File: src/rtl/ftf_decoder_pipe_pkg.sv
// ftf_decoder_pipe_pkg: Fibonacci weights, data-width sizing and greedy FTF encoding
// shared by the FTF decoder pipeline and the FTF encoders.
package ftf_decoder_pipe_pkg;

    localparam int FNS_MAX = 18;

    function automatic int unsigned fns(input int k);
        int unsigned a, b, t;
        a = 0;
        b = 1;
        for (int i = 0; i < FNS_MAX; i++)
            if (i < k) begin
                t = a + b;
                a = b;
                b = t;
            end
        return a;
    endfunction

    function automatic int dw_min(input int cw);
        return $clog2(fns(cw + 2));
    endfunction

    function automatic logic [FNS_MAX-1:0] greedy_encode(input int unsigned value, input int cw);
        logic [FNS_MAX-1:0] code;
        int unsigned rem;
        code = '0;
        rem = value;
        for (int i = FNS_MAX - 1; i >= 0; i--)
            if (i < cw && rem >= fns(i + 1)) begin
                code[i] = 1'b1;
                rem -= fns(i + 1);
            end
        return code;
    endfunction

endpackage

File: src/rtl/ftf_fns_partial_sum.sv
// ftf_fns_partial_sum: Fibonacci-weighted sum of a codeword slice whose bit 0
// sits at codeword index START.
module ftf_fns_partial_sum
    import ftf_decoder_pipe_pkg::*;
#(
    parameter int W     = 1,
    parameter int START = 0,
    parameter int OW    = 3
) (
    input  logic [W-1:0]  bits,
    output logic [OW-1:0] sum
);

    always_comb begin
        sum = '0;
        for (int i = 0; i < W; i++)
            sum = sum + (bits[i] ? OW'(fns(START + i + 1)) : OW'(0));
    end

endmodule

File: src/rtl/ftf_decoder_pipe.sv
// ftf_decoder_pipe: two-stage FTF codeword to binary decoder with valid/ready backpressure.
// Define FTF_DEC_CHECK_EN to add canonical-form checking (out_err) and a saturating err_cnt.
module ftf_decoder_pipe
    import ftf_decoder_pipe_pkg::*;
#(
    parameter int CW   = 3,
    parameter int DW   = 3,
    parameter int ERRW = 8
) (
    input  logic            clock,
    input  logic            reset,
    input  logic [CW-1:0]   in_code,
    input  logic            in_valid,
    output logic            in_ready,
    output logic [DW-1:0]   out_data,
    output logic            out_valid,
    input  logic            out_ready,
    output logic            out_err,
    output logic [ERRW-1:0] err_cnt
);

    localparam int LW = CW / 2;

    logic          s1_valid, s1_adv, s2_adv;
    logic [DW-1:0] lo, hi, s1_lo, s1_hi, s1_sum;

    assign s2_adv   = !out_valid || out_ready;
    assign s1_adv   = s2_adv || !s1_valid;
    assign in_ready = s1_adv;
    assign s1_sum   = s1_lo + s1_hi;

    ftf_fns_partial_sum #(.W(LW), .START(0), .OW(DW)) u_lo (
        .bits(in_code[LW-1:0]),
        .sum (lo)
    );

    ftf_fns_partial_sum #(.W(CW - LW), .START(LW), .OW(DW)) u_hi (
        .bits(in_code[CW-1:LW]),
        .sum (hi)
    );

    always_ff @(posedge clock) begin
        if (reset) begin
            s1_valid  <= 1'b0;
            out_valid <= 1'b0;
            out_data  <= '0;
        end else begin
            if (s1_adv) begin
                s1_valid <= in_valid;
                if (in_valid) begin
                    s1_lo <= lo;
                    s1_hi <= hi;
                end
            end
            if (s2_adv) begin
                out_valid <= s1_valid;
                if (s1_valid) out_data <= s1_sum;
            end
        end
    end

`ifdef FTF_DEC_CHECK_EN
    logic [CW-1:0]   s1_code, enc;
    logic            err_r;
    logic [ERRW-1:0] cnt;

    // a canonical codeword is exactly what greedy re-encoding of its value yields
    assign enc     = CW'(greedy_encode(32'(s1_sum), CW));
    assign out_err = err_r;
    assign err_cnt = cnt;

    always_ff @(posedge clock) begin
        if (reset) begin
            err_r <= 1'b0;
            cnt   <= '0;
        end else begin
            if (s1_adv && in_valid) s1_code <= in_code;
            if (s2_adv && s1_valid) err_r <= enc != s1_code;
            if (out_valid && out_ready && err_r && cnt != '1) cnt <= cnt + 1'b1;
        end
    end
`else
    assign out_err = 1'b0;
    assign err_cnt = '0;
`endif

endmodule

File: config.mk
export PLATFORM = sky130hd
export DESIGN_NAME = ftf_decoder_pipe
export DESIGN_NICKNAME = d
export VERILOG_FILES = /design/src/rtl/ftf_decoder_pipe_pkg.sv /design/src/rtl/ftf_fns_partial_sum.sv /design/src/rtl/ftf_decoder_pipe.sv
export SDC_FILE = /design/constraint.sdc
export NUM_CORES = 1
export LEC_CHECK = 0
export CORE_AREA = 2 2 39 41
export DETAILED_ROUTE_END_ITERATION = 7
export DIE_AREA = 0 0 41 43
export DONT_BUFFER_PORTS = 1
export GPL_TIMING_DRIVEN = 0
export SYNTH_ARGS = -nofsm -noshare
export SYNTH_HDL_FRONTEND = slang
export SYNTH_SLANG_ARGS = --single-unit
File: constraint.sdc
create_clock -name clock -period 1.02 [get_ports clock]
set_input_delay 0.153 -clock clock [delete_from_list [all_inputs] [get_ports clock]]
set_output_delay 0.153 -clock clock [all_outputs]
set_load 0.02 [all_outputs]
==> impl_metrics.ini <==
[synthesis]
yosysSeqAreaShare_pct = 46.3
syn_area_um2 = 410
synth_warnings = 0
yosysTopAreaCellShare_pct = 24.4
syn_avg_cell_area_um2 = 11.1
synth.distinct_cells = 12
synth_area_leader_cell = dfxtp_1
ys_seq_elements = 8
synthTopCellsByArea = dfxtp_1 (24%), edfxtp_1 (22%), buf_4 (16%)
synth_cells = 37

[grt]
grt_pass1_vias = 234
antenna_found_initial = 0
overflow = 0
grt.total_usage_pct = 8.27
grt_max_degree = 10
grt_pass1_wl_um = 876

[worst_setup_path]
path_class = flip-flop to flip-flop
slowest_stage = dfxtp_4
required_ns = 1.03
crit_fanout = 3
worstPathArrival_ns = 1.13
crit_chain = nor2b_4, nand2_4, and3b_2
cp-end-kind = flip-flop
reg2reg_slack_ns = -0.1
startpoint_type = flip-flop
critPathBufInv = 0
cp_top_family = simple AND/OR/NAND/NOR gates
timing.rr.end = s1_lo[0]
rr_startpoint = out_valid
cp_slowest_stage_delay_ns = 0.38
ff2ff_path_depth = 3

[power_and_ir_drop]
max-vdd-ir-drop_mv = 0.879
power_leakage_nw = 0.256
power_density_nw_per_um2 = 1320

[min_path]
worstHoldEndpoint = s1_valid
hold_depth = 2
hold_start = in_valid
hp-class = primary input to flip-flop

[timing]
min_period_ns = 1.12
fin_skew_ns = 0.00124
finalSetupViolations = 7
rsz0062_at_grt = true
fmax_mhz = 893
setup_slack_ns = -0.0998
drv_slew = 0
post-route-period-util_pct = 110
finalHoldViolCount = 0
setup_tns_ns = -0.425

[drt]
routed_wl_um = 609
routed-via-count = 258
dr.pass1.iters = 2
drc = 0
drt_iter0_markers = 1
avgRoutedWirePerCell_um = 8.70
drtAntennaViolNets = 0
vias_per_cell = 3.69

[cts]
htree_num_levels = 1
cts_made_buffers = 3
clock_tree.buffer_depth = 2
cts-root-buf = clkbuf_4
clkSinkCount = 8
clkLatencyLatePin_ns = 0.25
clk_pin_slew_worst_paths_ns = 0.06
cts_tree = built

[layout]
syn2layout_area_growth_pct = 36.9
multiInputGateArea_um2 = 206
regArea_um2 = 194
final_nets = 64
diodes = 0
fillers = 144
drive_gt1_share_pct = 37.0

[floorplanning]
die_w_um = 41
start_util_pct = 29.7
io_pins = 21
die_h_um = 43
fp.coreArea_um2 = 1380
fp.dieArea_um2 = 1760
num_rows = 14

[place]
port_buffers = 0
pre_cts_ws_ns = -0.150
gp_congestion = 0.651
dp.final_hpwl_um = 424

[run_status]
violations = negative setup slack
status = finished, violations left

[flow_run]
maxCapViolations = 0
[synth_stat cells]
cell,instances
buf_4,9
nand2b_1,6
dfxtp_1,5
edfxtp_1,3
mux2i_1,3
nor2_1,3
ha_1,2
nor2b_4,2
a21oi_1,1
and3b_1,1
conb_1,1
nand2_1,1
[per-stage QoR]
step | hold slack (ns) | power (mW) | cells | util, % | area, µm²
finish | 0.0259 | 0.742 | 70 | 40.6 | 562
global route | 0.0281 | 0.791 | 70 | 40.6 | 562
CTS | -0.0575 | 0.754 | 69 | 39.8 | 551
detailed placement | 0.219 | 0.467 | 61 | 34.3 | 474
global placement | 0.219 | 0.467 | 61 | 34.3 | 474
floorplan | 0.216 | 0.461 | 45 | - | 454
[layout by cell type, fill, tap and decap left out]
master,count
ha_2,1
dfxtp_1,4
edfxtp_1,3
nand2b_1,6
nor2b_4,2
nor2_1,3
and3b_2,1
ha_4,1
dfxtp_4,1
mux2i_1,3
buf_4,10
a21oi_1,1
conb_1,9
clkbuf_4,3
clkbuf_1,1
nand2_4,1
dlygate4sd3_1,4
[area by class of cell]
type / count / share of cell area (%)
well taps: 16 / 3.56
repair buffers: 5 / 8.46
multi-input cells: 28 / 36.7
clock buffers: 4 / 4.68
flip-flops and latches: 8 / 34.5
plain buffers: 9 / 12.0
[registers in the layout, summed over array words and instances (netlist names)]
register,cells
out_data,3
s1_hi,2
out_valid,1
s1_lo,1
s1_valid,1
[worst max-delay path by stage]
stage / from / end / slack [ns] / cells past startpoint
2_1_floorplan: out_valid / s1_hi[0] / -0.10 / 3
3_3_place_gp: out_valid / s1_lo[0] / -0.14 / 3
3_5_place_dp: out_valid / s1_hi[0] / -0.15 / 3
4_1_cts: out_valid / s1_hi[1] / -0.10 / 3
5_1_grt: out_valid / s1_hi[1] / -0.14 / 3
6_report: out_valid / s1_lo[0] / -0.1 / 3
[what timing repair did]
action	4_1_cts	5_1_grt
endpoints found under the setup margin	5	7
hold buffers	3	1
pin swaps	2	0
setup buffers	1	0
gates resized for setup	1	1
hold endpoints to repair	5	2
[per-layer routing]
layer | GRT usage [%] | vias up | part of all wire, % | wire, µm
li1 | - | 139 | - | -
met2 | 11.9 | 9 | 49 | 300
met3 | 9.42 | 0 | 12 | 75
met5 | 0 | - | 0 | 0
met4 | 6.00 | 0 | 0 | 0
met1 | 5.56 | 110 | 38 | 233
[power by group]
| group | total, mW | switching [mW] | internal (mW) |
|---|---|---|---|
| registers | 0.365 | 0.0188 | 0.346 |
| clock network | 0.263 | 0.113 | 0.150 |
| logic | 0.115 | 0.0545 | 0.0601 |
[cell families (layout without fill, tap and decap cells)]
family | count (synthesis) | count (layout) | synth area share, %
AOI/OAI and AO/OA | 1 | 1 | 1.22
adders and majority gates | 2 | 2 | 6.10
buffers and inverters | 9 | 18 | 16.5
DFF | 8 | 8 | 46.3
muxes | 3 | 3 | 7.32
other | 1 | 9 | 0.914
and+or+nand+nor | 13 | 13 | 21.6
No activity file was read; power rests on OpenSTA's default activity.
==> variant (config.mk and constraints unchanged) <==
`DW`: 3 -> 5.
--- a/src/rtl/ftf_decoder_pipe.sv
+++ b/src/rtl/ftf_decoder_pipe.sv
@@ -6,3 +6,3 @@
     parameter int CW   = 3,
-    parameter int DW   = 3,
+    parameter int DW   = 5,
     parameter int ERRW = 8
Interface: changed (resized out_data); port bits go from 21 to 23. The function was not compared with the original's and may differ.
==> variant against the original RTL <==
- the flow still finishes with violations (negative setup slack)
- synthesized cell count rose by 5.4%
- total power rose by 2.4%
- utilization rose by 2.4 points
- die area did not move
- setup slack improved by 3.4 ps
- sequential cell count did not move
- synthesized area rose by 3.7%
- design area rose by 5.8%
- via count rose by 4.3%
- wire length rose by 19%
==> variant: results <==
{
  "postSynth.asyncResetShare_pct": 0,
  "synth.yosys.seq_area_share_pct": 44.7,
  "worst_hold_slack_ps": 17.5,
  "drt-vias-per-instance": 3.64,
  "maximum_vdd_ir_drop_mv": 0.499,
  "post-place-cells": 65,
  "fin_tns_setup_ps": -459,
  "synthCells": 39,
  "placed_area_sq_um": 497,
  "multi_input_logic_area_sq_um": 224,
  "route.vias.total": 269,
  "dpl_worst_slack_ps": -154,
  "fillCellCount": 142,
  "grt_pass1_vias": 251,
  "track_usage_pct": 9.90,
  "globalplace.congestion": 0.622,
  "crit_start": "out_valid",
  "synth.cells.most_frequent": "sky130_fd_sc_hd__buf_4, sky130_fd_sc_hd__nand2b_1, sky130_fd_sc_hd__dfxtp_1",
  "failed_checks": "negative setup slack",
  "dp_hpwl_microns": 476,
  "status": "complete, but fails checks",
  "wirelength_microns": 726,
  "synth_enable_flop_cells": 3,
  "grt_pass1_wl_microns": 1050,
  "timing.final.ws_setup_ps": -96.4,
  "layout_cells_sized_above_1_pct": 37.9,
  "synth_area_leaders": "sky130_fd_sc_hd__dfxtp_1, sky130_fd_sc_hd__edfxtp_1, sky130_fd_sc_hd__buf_4, sky130_fd_sc_hd__nand2b_1, sky130_fd_sc_hd__mux2i_1",
  "cellLeakagePower_nw": 0.275,
  "fin_nets": 68,
  "clock_skew_ps": 5.75,
  "regToRegEndpoint": "s1_hi[0]",
  "setup-violations-final": 7
}
variant: changes by cell type after synthesis, sizes merged:
cell,delta
buf,+2
variant: cells by family after synthesis:
logic type / count (synthesis) / synth area share (%)
simple gates: 13 / 20.9
other cells: 1 / 0.882
mux: 3 / 7.06
buf+inv: 11 / 19.4
fa+ha+maj: 2 / 5.88
flops: 8 / 44.7
compound gates: 1 / 1.18
variant: cell type report:
class                           instances  share of cell area [%]
Buffer                                 11                    13.9
Clock buffer                            4                    4.42
Multi-Input combinational cell         30                    37.7
Sequential cell                         8                    32.6
Tap cell                               16                    3.37
Timing Repair Buffer                    5                    8.00
variant: worst reg2reg max path: cells and delay by family (launching register included):
| kind | cells | cell delay (ps) |
|---|---|---|
| DFF | 1 | 380 |
| and+or+nand+nor | 3 | 500 |
variant: report_power, final:
| part | switching, mW | internal, mW |
|---|---|---|
| registers | 0.0211 | 0.347 |
| logic | 0.0627 | 0.0676 |
| clock network | 0.112 | 0.150 |
| total | 0.196 | 0.564 |
variant: worst min-delay path by stage:
| stage | startpoint | to | depth (start not counted) |
|---|---|---|---|
| floorplan | reset | out_valid | 1 |
| global placement | reset | out_valid | 1 |
| detailed placement | reset | out_valid | 1 |
| CTS | reset | out_valid | 1 |
| global route | in_valid | s1_valid | 2 |
| finish | in_valid | s1_valid | 2 |
variant: repair_timing:
| item | 4_1_cts | 5_1_grt |
|---|---|---|
| setup buffers | 1 | 0 |
| resized for setup | 1 | 2 |
| endpoints found under the hold margin | 5 | 2 |
| setup endpoints to repair | 5 | 7 |
| hold buffers | 3 | 1 |
| pin swaps | 2 | 0 |
variant: metal layers:
metal,part of all wire (%),vias up,track usage [%]
met5,0,-,0
met4,0,0,8.00
met3,5.9,0,3.66
met2,61,8,17.5
met1,33,118,7.54
li1,-,143,-
